## src/rtl/apb3_pkg.sv

```systemverilog
// Shared definitions for the APB3 master bridge slice.
//   apb_state_e      : bridge FSM state encoding (IDLE/SETUP/ACCESS/RESP)
//   APB_DATA_WIDTH   : default APB data bus width
//   APB_TIMEOUT      : default ACCESS-cycle timeout (0 disables)
//   cnt_width()      : width needed for a counter that reaches a given value
package apb3_pkg;

    localparam int APB_DATA_WIDTH = 32;
    localparam int APB_TIMEOUT    = 255;

    typedef enum logic [1:0] {
        ST_IDLE   = 2'd0,
        ST_SETUP  = 2'd1,
        ST_ACCESS = 2'd2,
        ST_RESP   = 2'd3
    } apb_state_e;

    // At least one bit, even when the timeout is disabled or trivially small.
    function automatic int cnt_width(input int max_value);
        int w;
        w = 1;
        while ((1 << w) <= max_value) w++;
        return w;
    endfunction

endpackage

```

## src/rtl/apb3_resp_mux.sv

```systemverilog
// Combinational slave-response selector.
//   idx        : index of the currently selected slave
//   pready     : per-slave PREADY
//   prdata     : per-slave PRDATA, slave k at [k*DATA_WIDTH +: DATA_WIDTH]
//   pslverr    : per-slave PSLVERR
//   sel_ready / sel_rdata / sel_slverr : response of slave idx only
module apb3_resp_mux #(
    parameter  int DATA_WIDTH = 32,
    parameter  int SEL_BITS   = 2,
    localparam int NUM_SLAVES = 2 ** SEL_BITS
) (
    input  logic [SEL_BITS-1:0]            idx,
    input  logic [NUM_SLAVES-1:0]          pready,
    input  logic [NUM_SLAVES*DATA_WIDTH-1:0] prdata,
    input  logic [NUM_SLAVES-1:0]          pslverr,
    output logic                           sel_ready,
    output logic [DATA_WIDTH-1:0]          sel_rdata,
    output logic                           sel_slverr
);

    assign sel_ready  = pready[idx];
    assign sel_slverr = pslverr[idx];
    assign sel_rdata  = prdata[int'(idx)*DATA_WIDTH +: DATA_WIDTH];

endmodule

```

## src/rtl/apb3_master_bridge.sv

```systemverilog
// APB3 initiator: turns a valid/ready command into one SETUP + ACCESS APB3
// transfer and returns read data / error on a single-cycle response pulse.
//   io_apb_PCLK, io_apb_PRESET     : clock, asynchronous active-high reset
//   cmd_valid/ready/write/addr/wdata : command port (accepted when valid && ready)
//   rsp_valid/rdata/error          : one-cycle completion pulse, no backpressure
//   io_apb_P*                      : APB3 bus towards 2**SEL_BITS slaves; the
//                                    slave index is cmd_addr[ADDR_WIDTH-1 -: SEL_BITS]
module apb3_master_bridge
    import apb3_pkg::*;
#(
    parameter  int ADDR_WIDTH = 12,
    parameter  int DATA_WIDTH = APB_DATA_WIDTH,
    parameter  int SEL_BITS   = 2,
    parameter  int TIMEOUT    = APB_TIMEOUT,
    localparam int NUM_SLAVES = 2 ** SEL_BITS
) (
    input  logic                             io_apb_PCLK,
    input  logic                             io_apb_PRESET,
    input  logic                             cmd_valid,
    output logic                             cmd_ready,
    input  logic                             cmd_write,
    input  logic [ADDR_WIDTH-1:0]            cmd_addr,
    input  logic [DATA_WIDTH-1:0]            cmd_wdata,
    output logic                             rsp_valid,
    output logic [DATA_WIDTH-1:0]            rsp_rdata,
    output logic                             rsp_error,
    output logic [ADDR_WIDTH-1:0]            io_apb_PADDR,
    output logic [NUM_SLAVES-1:0]            io_apb_PSEL,
    output logic                             io_apb_PENABLE,
    output logic                             io_apb_PWRITE,
    output logic [DATA_WIDTH-1:0]            io_apb_PWDATA,
    input  logic [NUM_SLAVES-1:0]            io_apb_PREADY,
    input  logic [NUM_SLAVES*DATA_WIDTH-1:0] io_apb_PRDATA,
    input  logic [NUM_SLAVES-1:0]            io_apb_PSLVERR
);

    localparam int CNT_W = cnt_width(TIMEOUT);
    localparam logic [CNT_W-1:0] CNT_LAST = (TIMEOUT == 0) ? '0 : CNT_W'(TIMEOUT - 1);

    apb_state_e              state_q, state_d;
    logic [ADDR_WIDTH-1:0]   addr_q;
    logic                    write_q;
    logic [DATA_WIDTH-1:0]   wdata_q;
    logic [SEL_BITS-1:0]     idx_q;
    logic [DATA_WIDTH-1:0]   rdata_q;
    logic                    error_q;
    logic [CNT_W-1:0]        cnt_q;

    logic                    sel_ready;
    logic [DATA_WIDTH-1:0]   sel_rdata;
    logic                    sel_slverr;
    logic                    timed_out;

    apb3_resp_mux #(
        .DATA_WIDTH (DATA_WIDTH),
        .SEL_BITS   (SEL_BITS)
    ) u_resp_mux (
        .idx        (idx_q),
        .pready     (io_apb_PREADY),
        .prdata     (io_apb_PRDATA),
        .pslverr    (io_apb_PSLVERR),
        .sel_ready  (sel_ready),
        .sel_rdata  (sel_rdata),
        .sel_slverr (sel_slverr)
    );

    // cnt_q holds the number of ACCESS cycles already spent without PREADY,
    // so this fires on the TIMEOUT-th ACCESS cycle.
    assign timed_out = (TIMEOUT != 0) && (cnt_q == CNT_LAST);

    always_ff @(posedge io_apb_PCLK or posedge io_apb_PRESET) begin
        if (io_apb_PRESET) state_q <= ST_IDLE;
        else               state_q <= state_d;
    end

    always_comb begin
        state_d        = state_q;
        cmd_ready      = 1'b0;
        rsp_valid      = 1'b0;
        io_apb_PSEL    = '0;
        io_apb_PENABLE = 1'b0;
        case (state_q)
            ST_IDLE: begin
                cmd_ready = 1'b1;
                if (cmd_valid) state_d = ST_SETUP;
            end
            ST_SETUP: begin
                io_apb_PSEL = NUM_SLAVES'(1) << idx_q;
                state_d     = ST_ACCESS;
            end
            ST_ACCESS: begin
                io_apb_PSEL    = NUM_SLAVES'(1) << idx_q;
                io_apb_PENABLE = 1'b1;
                if (sel_ready || timed_out) state_d = ST_RESP;
            end
            ST_RESP: begin
                rsp_valid = 1'b1;
                state_d   = ST_IDLE;
            end
            default: state_d = ST_IDLE;
        endcase
    end

    always_ff @(posedge io_apb_PCLK or posedge io_apb_PRESET) begin
        if (io_apb_PRESET) begin
            addr_q  <= '0;
            write_q <= 1'b0;
            wdata_q <= '0;
            idx_q   <= '0;
            rdata_q <= '0;
            error_q <= 1'b0;
            cnt_q   <= '0;
        end else begin
            if (state_q == ST_IDLE && cmd_valid) begin
                addr_q  <= cmd_addr;
                write_q <= cmd_write;
                wdata_q <= cmd_wdata;
                idx_q   <= cmd_addr[ADDR_WIDTH-1 -: SEL_BITS];
            end
            if (state_q == ST_ACCESS) begin
                if (sel_ready) begin
                    rdata_q <= (write_q || sel_slverr) ? '0 : sel_rdata;
                    error_q <= sel_slverr;
                end else if (timed_out) begin
                    rdata_q <= '0;
                    error_q <= 1'b1;
                end
            end
            if (state_q == ST_ACCESS && !sel_ready) cnt_q <= cnt_q + 1'b1;
            else                                    cnt_q <= '0;
        end
    end

    // Address/data lines come straight from the capture registers, so they
    // only change on command acceptance and hold their value otherwise.
    assign io_apb_PADDR  = addr_q;
    assign io_apb_PWRITE = write_q;
    assign io_apb_PWDATA = wdata_q;
    assign rsp_rdata     = (state_q == ST_RESP) ? rdata_q : '0;
    assign rsp_error     = (state_q == ST_RESP) ? error_q : 1'b0;

endmodule

```

## config.mk

```make
export PLATFORM = sky130hd
export DESIGN_NAME = apb3_master_bridge
export DESIGN_NICKNAME = d
export VERILOG_FILES = /design/src/rtl/apb3_pkg.sv /design/src/rtl/apb3_resp_mux.sv /design/src/rtl/apb3_master_bridge.sv
export SDC_FILE = /design/constraint.sdc
export NUM_CORES = 1
export LEC_CHECK = 0
export BUFFER_PORTS_ARGS = -buffer_cell sky130_fd_sc_hd__buf_2
export CELL_PAD_IN_SITES_DETAIL_PLACEMENT = 1
export CELL_PAD_IN_SITES_GLOBAL_PLACEMENT = 1
export CORE_MARGIN = 2
export CORE_UTILIZATION = 35
export DETAILED_ROUTE_END_ITERATION = 8
export GPL_ROUTABILITY_DRIVEN = 0
export PLACE_DENSITY = 0.82
export SKIP_CTS_REPAIR_TIMING = 1
export SLEW_MARGIN = 15
export SYNTH_ARGS = -nofsm -noshare
export SYNTH_HDL_FRONTEND = slang
export SYNTH_SLANG_ARGS = --single-unit
```

## constraint.sdc

```tcl
create_clock -name io_apb_PCLK -period 8.14 [get_ports io_apb_PCLK]
set_clock_uncertainty 0.2 [all_clocks]
set_input_delay 0.814 -clock io_apb_PCLK [delete_from_list [all_inputs] [get_ports io_apb_PCLK]]
set_output_delay 0.814 -clock io_apb_PCLK [all_outputs]
set_load 0.02 [all_outputs]
```

==> run_results.csv, run 1 <==
group,metric,value,unit
run_status,status,"complete, no violations",
final_layout,drive_gt1_share,61.0,%
yosys,ys_seq_area_share,48.6,%
timing,slew_viol_final,0,
critical_path,worst-setup-path-type,"reg -> out",
yosys,syn_area_per_cell,13.2,µm²
die,io_pins,269,
grt,grt_max_degree,67,
final_layout,seqCellArea,2200,µm²
place,place_inst,763,
grt,grt_pass1_vias,4446,
cts,clk_pin_slew,0.07,ns
pwr,p_comb_share,48.3,%
pwr,power_density,365,nW/µm²
final_layout,layoutNonFillerInstCount,779,
grt,antenna_found_initial,0,
grt,grt_pass1_wl,23400,µm
yosys,netlist_area,4530,µm²
pwr,vdd_drop_max,0.205,mV
pwr,p_leak,3.25,nW
final_layout,multi_input_area,2100,µm²
final_layout,fillers,1471,
timing,finalSetupViolCount,0,
die,die_w,118,µm
drt,ant_nets,0,
yosys,synth_nets,532,
critical_path,startpoint_type,"flip-flop",
timing,rsz0062_at_grt,"no",
drt,vias,3848,
final_layout,nets,792,
grt,overflow,0,
timing,hold_viol,0,
timing,finalCriticalPeriod,3.07,ns
timing,tightest_slew,1.04,ns
cts,tritoncts,"built",
timing,fin_tns_setup,0,ns
pwr,p_sw,922,µW
yosys,synth_cell_types,31,
die,dieArea,13900,µm²
drt,wirelength,14500,µm
drt,dr.pass1.iters,4,
final_layout,mostFrequentLayoutCells,"buf_2 (268), dfrtp_1 (86), mux2_2 (45), inv_1 (38), mux4_2 (34)",
grt,grt_usage,21.5,%
drt,drt_iter0_markers,115,
die,start_util,35.9,%
critical_path,cp.required,7.13,ns
critical_path,critPathMaxFanout,34,
cts,worstSkewPairLatency,0.34,ns
critical_path,end_kind,"output pin",
pwr,clkPwrFrac,17.9,%
pwr,p_total,2.31,mW
final_layout,antenna_cells,0,
cts,cts_max_level,3,
final_layout,fin_util,50.2,%
drt,via_per_inst,4.94,
critical_path,crit_arrival,2.06,ns
drt,drc,0,
final_layout,final_common_cell,"buf_2",
pwr,swShare,39.9,%
drt,wl_per_cell,18.7,µm
yosys,synth_warnings,0,
run,cap_violations,0,
die,num_rows,41,
place,dp_hpwl,11000,µm
die,fp.dieH,118,µm
yosys,syn_inst,342,
timing,slew_headroom,30.5,%
cts,numCtsBuffers,9,
die,core,12600,µm²
cts,cts_root_buf,"clkbuf_16",
final_layout,synthToLayoutAreaGrowth,39.9,%
pwr,internal_power,1.39,mW
yosys,ys_seq_elements,88,
place,port_buffers,268,
min_path,min_path_type,"in -> async",
pwr,seqPwrFrac,33.7,%
timing,holdWs,0.238,ns
cts,cts.sinks,88,
timing,fmax,326,MHz
cts,clock_path_buffers,2,
timing,fin_crit_sh,37.7,%
[state kept, by name, summed over array words and instances (netlist names)]
register,flops
state_q,2
io_apb_PWDATA,32
error_q,1
rdata_q,32
io_apb_PADDR,12
io_apb_PWRITE,1
cnt_q,8
[through the flow]
step	setup slack, ns	instance area (µm²)
after floorplan	4.85	4530
after global placement	5.28	6030
after detailed placement	5.19	6030
after CTS	5.00	6330
after global routing	4.87	6330
final	5.07	6330
[worst paths after layout]
| path | depth (start not counted) | end | startpoint | slack [ns] |
|---|---|---|---|---|
| worst min-delay path | 2 | io_apb_PADDR[1]$_DFFE_PP0P_ | io_apb_PRESET | 0.24 |
| worst max register to register | 4 | error_q$_DFFE_PP0P_ | io_apb_PADDR[10]$_DFFE_PP0P_ | 5.30 |
| min in group io_apb_PCLK | 1 | rdata_q[12]$_DFFE_PP0P_ | rdata_q[12]$_DFFE_PP0P_ | 0.28 |
| max in group asynchronous | 3 | io_apb_PADDR[11]$_DFFE_PP0P_ | io_apb_PRESET | 6.29 |
| worst max-delay path | 3 | rsp_rdata[16] | state_q[0]$_DFFE_PP0P_ | 5.07 |
| worst min register to register | 1 | rdata_q[12]$_DFFE_PP0P_ | rdata_q[12]$_DFFE_PP0P_ | 0.28 |
[synthesized netlist by cell type (all sizes together)]
| cell type | instances | area (µm²) |
|---|---|---|
| dfrtp | 88 | 2200 |
| mux2 | 46 | 518 |
| inv | 39 | 146 |
| mux4 | 34 | 766 |
| and2 | 33 | 206 |
| o2bb2ai | 32 | 280 |
| clkbuf | 15 | 56.3 |
| nor2 | 10 | 37.5 |
| buf | 7 | 32.5 |
| ha | 6 | 75.1 |
| nor2b | 5 | 31.3 |
| nand2 | 4 | 15.0 |
| nand3 | 4 | 20.0 |
| xnor2 | 3 | 26.3 |
| o21ai | 2 | 10.0 |
| xor2 | 2 | 17.5 |
| a21oi | 1 | 5.00 |
| a22oi | 1 | 7.51 |
| and3 | 1 | 6.26 |
| and3b | 1 | 8.76 |
| nand3b | 1 | 7.51 |
| nand4 | 1 | 6.26 |
| nor3 | 1 | 5.00 |
| nor3b | 1 | 7.51 |
| o21ba | 1 | 10.0 |
| o32a | 1 | 10.0 |
| or2 | 1 | 6.26 |
| or3 | 1 | 6.26 |
[metal layers]
metal / wire length (µm) / up-vias / part of all wire [%] / GRT usage, %
met4: 227 / 0 / 1.6 / 7.08
met1: 5560 / 1931 / 38 / 23.5
li1: - / 1735 / - / -
met3: 1250 / 13 / 8.6 / 7.85
met5: 0 / - / 0 / 0
met2: 7510 / 169 / 52 / 38.5
[worst max-delay path: stages (launching register included)]
cell and delay (ns):
dfrtp_1 0.41, ha_1 0.87, and2_1 0.26, buf_2 0.17
[area by class of cell]
| class | instances | share of cell area [%] |
|---|---|---|
| tap | 172 | 3.40 |
| inverter | 39 | 2.33 |
| clock buffer | 10 | 3.62 |
| timing repair buffer | 271 | 21.5 |
| sequential | 88 | 34.8 |
| multi-input combinational | 193 | 33.2 |
| clock inverter | 6 | 1.09 |
[kinds of logic after synthesis]
logic type,share of synthesized area (%)
AOI/OAI and AO/OA,7.13
xor gates and xnor gates,0.968
adders and majority gates,1.66
buffers and inverters,5.20
DFF,48.6
muxes,28.4
and+or+nand+nor,8.04
[power groups by stage]
| stage | combinational [mW] | clock (mW) | sequential (mW) |
|---|---|---|---|
| 3_3_place_gp | 1.09 | 0 | 0.766 |
| 2_1_floorplan | 0.667 | 0 | 0.866 |
| 5_1_grt | 1.21 | 0.447 | 0.807 |
| 6_report | 1.12 | 0.415 | 0.780 |
| 4_1_cts | 1.14 | 0.429 | 0.780 |
| 3_5_place_dp | 1.14 | 0 | 0.781 |
Power figures use the tool's default switching activity.
==> run 2: changes to the inputs <==
Settings changed: CORE_UTILIZATION 35 to 30, PLACE_DENSITY 0.82 to 0.75.
Clock period 8.14 ns to 2.6 ns, I/O delays scaled along.
==> run 2 against run 1 <==
  * Core utilization decreased by 3.1 points
  * Final area increased by 8.9%
  * Non-clock buffer count increased by 52
  * Die area increased by 16%
  * Via count increased by 5.8%
  * Clock power increased to 3.2 times the previous value
  * Critical path type is now reg -> reg
  * Largest power group unchanged
==> run_results.csv, run 2 (synthesized netlist as in run 1, its figures left out) <==
group,metric,value,unit
pwr,swShare,39.7,%
critical_path,path_delay_family,"multiplexers",
die,fp.dieH,127,µm
timing,fin_tns_setup,0,ns
critical_path,cp_slowest_stage_delay,0.57,ns
final_layout,nets,844,
timing,finalCriticalPeriod,2.22,ns
drt,drc,0,
grt,grt_max_degree,46,
die,die_w,127,µm
critical_path,r2r_slack,0.38,ns
cts,clock_path_buffers,2,
pwr,vdd_drop_max,0.505,mV
critical_path,cp.required,2.63,ns
min_path,worstHoldStart,"cmd_valid",
drt,dr.pass1.iters,5,
timing,slew_viol_final,0,
min_path,min_path_type,"in -> reg",
timing,worst_slack,0.381,ns
timing,tightest_slew,0.720,ns
critical_path,cp_num_buf_inv,0,
timing,slew_headroom,51.9,%
critical_path,crit_chain,"mux4_2 > or2_1 > o21ba_1 > mux2_1",
final_layout,mostFrequentLayoutCells,"buf_2 (268), dfrtp_1 (86), dlygate4sd3_1 (46), mux2_2 (45), inv_1 (38)",
drt,vias,4070,
cts,tritoncts,"built",
cts,cts_max_level,3,
pwr,p_comb_share,50.5,%
drt,via_per_inst,4.82,
die,dieArea,16100,µm²
critical_path,worst-setup-path-type,"reg -> reg",
cts,worstSkewPairLatency,0.35,ns
final_layout,fillers,1636,
run,cap_violations,0,
pwr,power_density,1070,nW/µm²
drt,wirelength,15400,µm
die,start_util,30.9,%
timing,finalSetupViolCount,0,
grt,grt_pass1_vias,4281,
grt,antenna_found_initial,1,
pwr,seqPwrFrac,31.8,%
cts,clk_pin_slew,0.07,ns
pwr,p_leak,3.48,nW
grt,overflow,0,
drt,drt_iter0_markers,103,
timing,rsz0062_at_grt,"no",
final_layout,synthToLayoutAreaGrowth,52.3,%
timing,fin_crit_sh,85.3,%
critical_path,critPathMaxFanout,9,
pwr,internal_power,4.45,mW
place,dp_hpwl,11100,µm
critical_path,end_kind,"flip-flop",
die,io_pins,269,
drt,wl_per_cell,18.3,µm
final_layout,drive_gt1_share,57.1,%
grt,grt_usage,17.9,%
cts,cts.sinks,88,
place,dpl_worst_slack,0.375,ns
die,num_rows,44,
timing,hold_viol,0,
cts,numCtsBuffers,9,
timing,fmax,451,MHz
pwr,clkPwrFrac,17.7,%
die,core,14600,µm²
place,port_buffers,268,
drt,ant_nets,0,
critical_path,rr_startpoint,"io_apb_PADDR[10]$_DFFE_PP0P_",
critical_path,cpMaxStageDelayCell,"mux4_2",
pwr,p_sw,2.94,mW
critical_path,crit_arrival,2.25,ns
run_status,status,"complete, no violations",
critical_path,startpoint_type,"flip-flop",
critical_path,crit_path_start,"io_apb_PADDR[10]$_DFFE_PP0P_",
cts,cts_root_buf,"clkbuf_16",
final_layout,final_common_cell,"buf_2",
grt,grt_pass1_wl,22300,µm
-- run 2: cell count changes in the layout (fill, tap and decap cells not counted), sizes merged --
cell	delta
dlygate4sd3	+46
clkinv	-2
clkinvlp	+2
diode	+1
buf	+6
-- run 2: routing by layer --
| layer | GRT usage [%] | share of wire [%] | vias to the layer above |
|---|---|---|---|
| met5 | 0 | 0 | - |
| met4 | 7.43 | 2.4 | 0 |
| met3 | 5.02 | 7.4 | 25 |
| met2 | 31.4 | 52 | 182 |
| met1 | 20.7 | 38 | 2017 |
| li1 | - | - | 1846 |
-- run 2: per-stage QoR --
step           hold slack [ns]  cells  area [µm²]  total power, mW  utilization [%]
6_report                 0.149    844        6890             7.39             47.1
5_1_grt                  0.172    844        6890             7.86             47.1
4_1_cts                 -0.164    797        6430             7.42             43.9
3_5_place_dp             0.221    781        6130             6.08             41.9
3_3_place_gp             0.210    781        6130             5.93             41.9
2_1_floorplan            0.211    342        4530             4.80                -
-- run 2: worst register-to-register path: stages (launching register included) --
cell	delay (ns)
dfrtp_2	0.41
mux4_2	0.57
or2_1	0.36
o21ba_1	0.24
mux2_1	0.32
-- run 2: worst paths after layout --
path                                                      end  cells after the start
worst max-delay path                   state_q[1]$_DFFE_PP0P_                      4
worst min register to register        rdata_q[25]$_DFFE_PP0P_                      1
worst max register to register         state_q[1]$_DFFE_PP0P_                      4
worst min-delay path                   state_q[0]$_DFFE_PP0P_                      3
max in group asynchronous       io_apb_PWDATA[10]$_DFFE_PP0P_                      4
min in group asynchronous       io_apb_PWDATA[22]$_DFFE_PP0P_                      3
-- run 2: power by group through the flow --
stage	Clock, mW	Combinational [mW]	Sequential, mW
2_1_floorplan	0	2.09	2.71
3_3_place_gp	0	3.61	2.32
3_5_place_dp	0	3.74	2.34
4_1_cts	1.35	3.73	2.34
5_1_grt	1.40	4.03	2.43
6_report	1.31	3.73	2.35
-- run 2: area by class of cell --
class	count	area, µm²	share of cell area [%]
timing repair buffer	323	1910	27.7
tap	184	230	3.34
clock inverter	6	67.6	0.980
antenna	1	2.50	0.0363
multi-input combinational	193	2100	30.5
clock buffer	10	229	3.32
sequential	88	2200	32.0
inverter	39	150	2.18
==> run 3: changes to the inputs <==
==> constraint.sdc (replaced) <==
create_clock -name io_apb_PCLK -period 2.6 [get_ports io_apb_PCLK]
set_clock_uncertainty 0.2 [all_clocks]
set_input_delay 0.13 -clock io_apb_PCLK [delete_from_list [all_inputs] [get_ports io_apb_PCLK]]
set_output_delay 0.13 -clock io_apb_PCLK [all_outputs]
set_load 0.02 [all_outputs]
==> run 3 against run 2 <==
  * Routed wire length up 2.6%
  * Worst setup slack improved by 0.027 ns
  * Largest cell class unchanged
  * Total power shrank 1.1%
  * Sequential power about the same
==> run_results.csv, run 3 (synthesized netlist as in run 1, its figures left out) <==
group,metric,value,unit
grt,grt_pass1_vias,4363,
timing,fmax,456,MHz
pwr,internal_power,4.35,mW
timing,fin_crit_sh,84.3,%
drt,vias,4087,
critical_path,cp_num_buf_inv,0,
cts,cts.sinks,88,
drt,dr.pass1.iters,4,
final_layout,mostFrequentLayoutCells,"buf_2 (268), dfrtp_1 (86), dlygate4sd3_1 (46), mux2_2 (45), inv_1 (38)",
critical_path,cp_slowest_stage_delay,0.55,ns
final_layout,drive_gt1_share,57.2,%
pwr,p_comb_share,51.2,%
pwr,clkPwrFrac,16.9,%
pwr,power_density,1060,nW/µm²
grt,overflow,0,
cts,tritoncts,"built",
pwr,p_sw,2.95,mW
die,io_pins,269,
drt,drt_iter0_markers,96,
min_path,worstHoldStart,"io_apb_PRDATA[13]",
cts,clock_path_buffers,2,
critical_path,crit_arrival,2.22,ns
run_status,status,"complete, no violations",
critical_path,startpoint_type,"flip-flop",
timing,slew_viol_final,0,
pwr,vdd_drop_max,0.707,mV
final_layout,synthToLayoutAreaGrowth,51.6,%
grt,grt_pass1_wl,22700,µm
min_path,hold_path_depth,4,
drt,wl_per_cell,18.8,µm
die,start_util,30.9,%
timing,finalCriticalPeriod,2.19,ns
timing,slew_headroom,59.8,%
critical_path,rr_startpoint,"io_apb_PADDR[10]$_DFFE_PP0P_",
cts,numCtsBuffers,9,
grt,antenna_found_initial,0,
cts,cts_root_buf,"clkbuf_16",
critical_path,cpMaxStageDelayCell,"mux4_2",
pwr,p_leak,3.46,nW
die,die_w,127,µm
die,core,14600,µm²
timing,finalSetupViolCount,0,
pwr,p_total,7.31,mW
min_path,min_path_type,"in -> reg",
die,fp.dieH,127,µm
cts,clk_pin_slew,0.07,ns
drt,wirelength,15800,µm
cts,worstSkewPairLatency,0.34,ns
critical_path,crit_chain,"mux4_2 > or2_1 > o21ba_1 > mux2_1",
cts,cts_max_level,3,
critical_path,worst-setup-path-type,"reg -> reg",
timing,rsz0062_at_grt,"no",
final_layout,fillers,1652,
timing,fin_tns_setup,0,ns
pwr,seqPwrFrac,32.0,%
final_layout,final_common_cell,"buf_2",
die,dieArea,16100,µm²
critical_path,end_kind,"flip-flop",
final_layout,antenna_cells,0,
drt,via_per_inst,4.85,
critical_path,critPathMaxFanout,9,
timing,hold_viol,0,
place,dp_hpwl,11100,µm
critical_path,crit_path_start,"io_apb_PADDR[10]$_DFFE_PP0P_",
critical_path,r2r_cells,4,
pwr,swShare,40.4,%
die,num_rows,44,
grt,grt_max_degree,46,
grt,grt_usage,18.3,%
critical_path,cp.required,2.62,ns
drt,ant_nets,0,
drt,drc,0,
place,port_buffers,268,
critical_path,path_delay_family,"multiplexers",
run,cap_violations,0,
final_layout,nets,844,
timing,tightest_slew,0.603,ns
critical_path,crit_cells,4,
run 3: changes by cell type in the layout (fill, tap and decap cells not counted), sizes merged:
cell	previous run	this run
bufinv	1	0
clkbuf	10	9
clkinv	2	3
diode	1	0
inv	39	40
run 3: final cells by class:
cell class / count / area (µm²) / area share (%)
clock buffer: 9 / 225 / 3.28
clock inverter: 7 / 55.1 / 0.802
inverter: 39 / 150 / 2.19
multi-input combinational: 193 / 2100 / 30.6
sequential: 88 / 2200 / 32.1
tap: 184 / 230 / 3.35
timing repair buffer: 323 / 1890 / 27.6
run 3: worst min-delay path: stages:
cell	delay, ns
buf_2	0.07
mux4_2	0.21
inv_1	0.04
o2bb2ai_1	0.12
run 3: worst paths after layout:
kind | to | slack (ns)
worst max register to register | state_q[1]$_DFFE_PP0P_ | 0.41
worst max-delay path | state_q[1]$_DFFE_PP0P_ | 0.41
worst min-delay path | rdata_q[13]$_DFFE_PP0P_ | 0.07
min in group asynchronous | io_apb_PWDATA[2]$_DFFE_PP0P_ | 0.23
max in group asynchronous | io_apb_PWDATA[10]$_DFFE_PP0P_ | 1.36
worst min register to register | rdata_q[23]$_DFFE_PP0P_ | 0.28
run 3: power groups by stage:
stage               Clock, mW  Combinational [mW]  Sequential (mW)
floorplan                   0                2.09             2.71
global placement            0                3.60             2.31
detailed placement          0                3.75             2.33
CTS                      1.27                3.75             2.32
global route             1.32                4.05             2.42
finish                   1.23                3.74             2.34
run 3: stage by stage:
step	setup WS (ns)	hold WS (ns)	util [%]	area [µm²]	instances
after floorplan	0.428	0.0806	-	4530	342
after global placement	0.477	0.0365	41.8	6120	781
after detailed placement	0.412	0.0344	41.8	6120	781
after CTS	0.391	-0.347	43.7	6400	797
after global routing	0.306	0.0814	46.9	6860	843
final	0.408	0.0684	46.9	6860	843
run 3: per-layer routing:
layer | global-route usage (%) | part of all wire [%]
met1 | 20.1 | 37
met4 | 7.11 | 2.6
met5 | 0 | 0
met3 | 5.44 | 7.6
met2 | 33.0 | 53
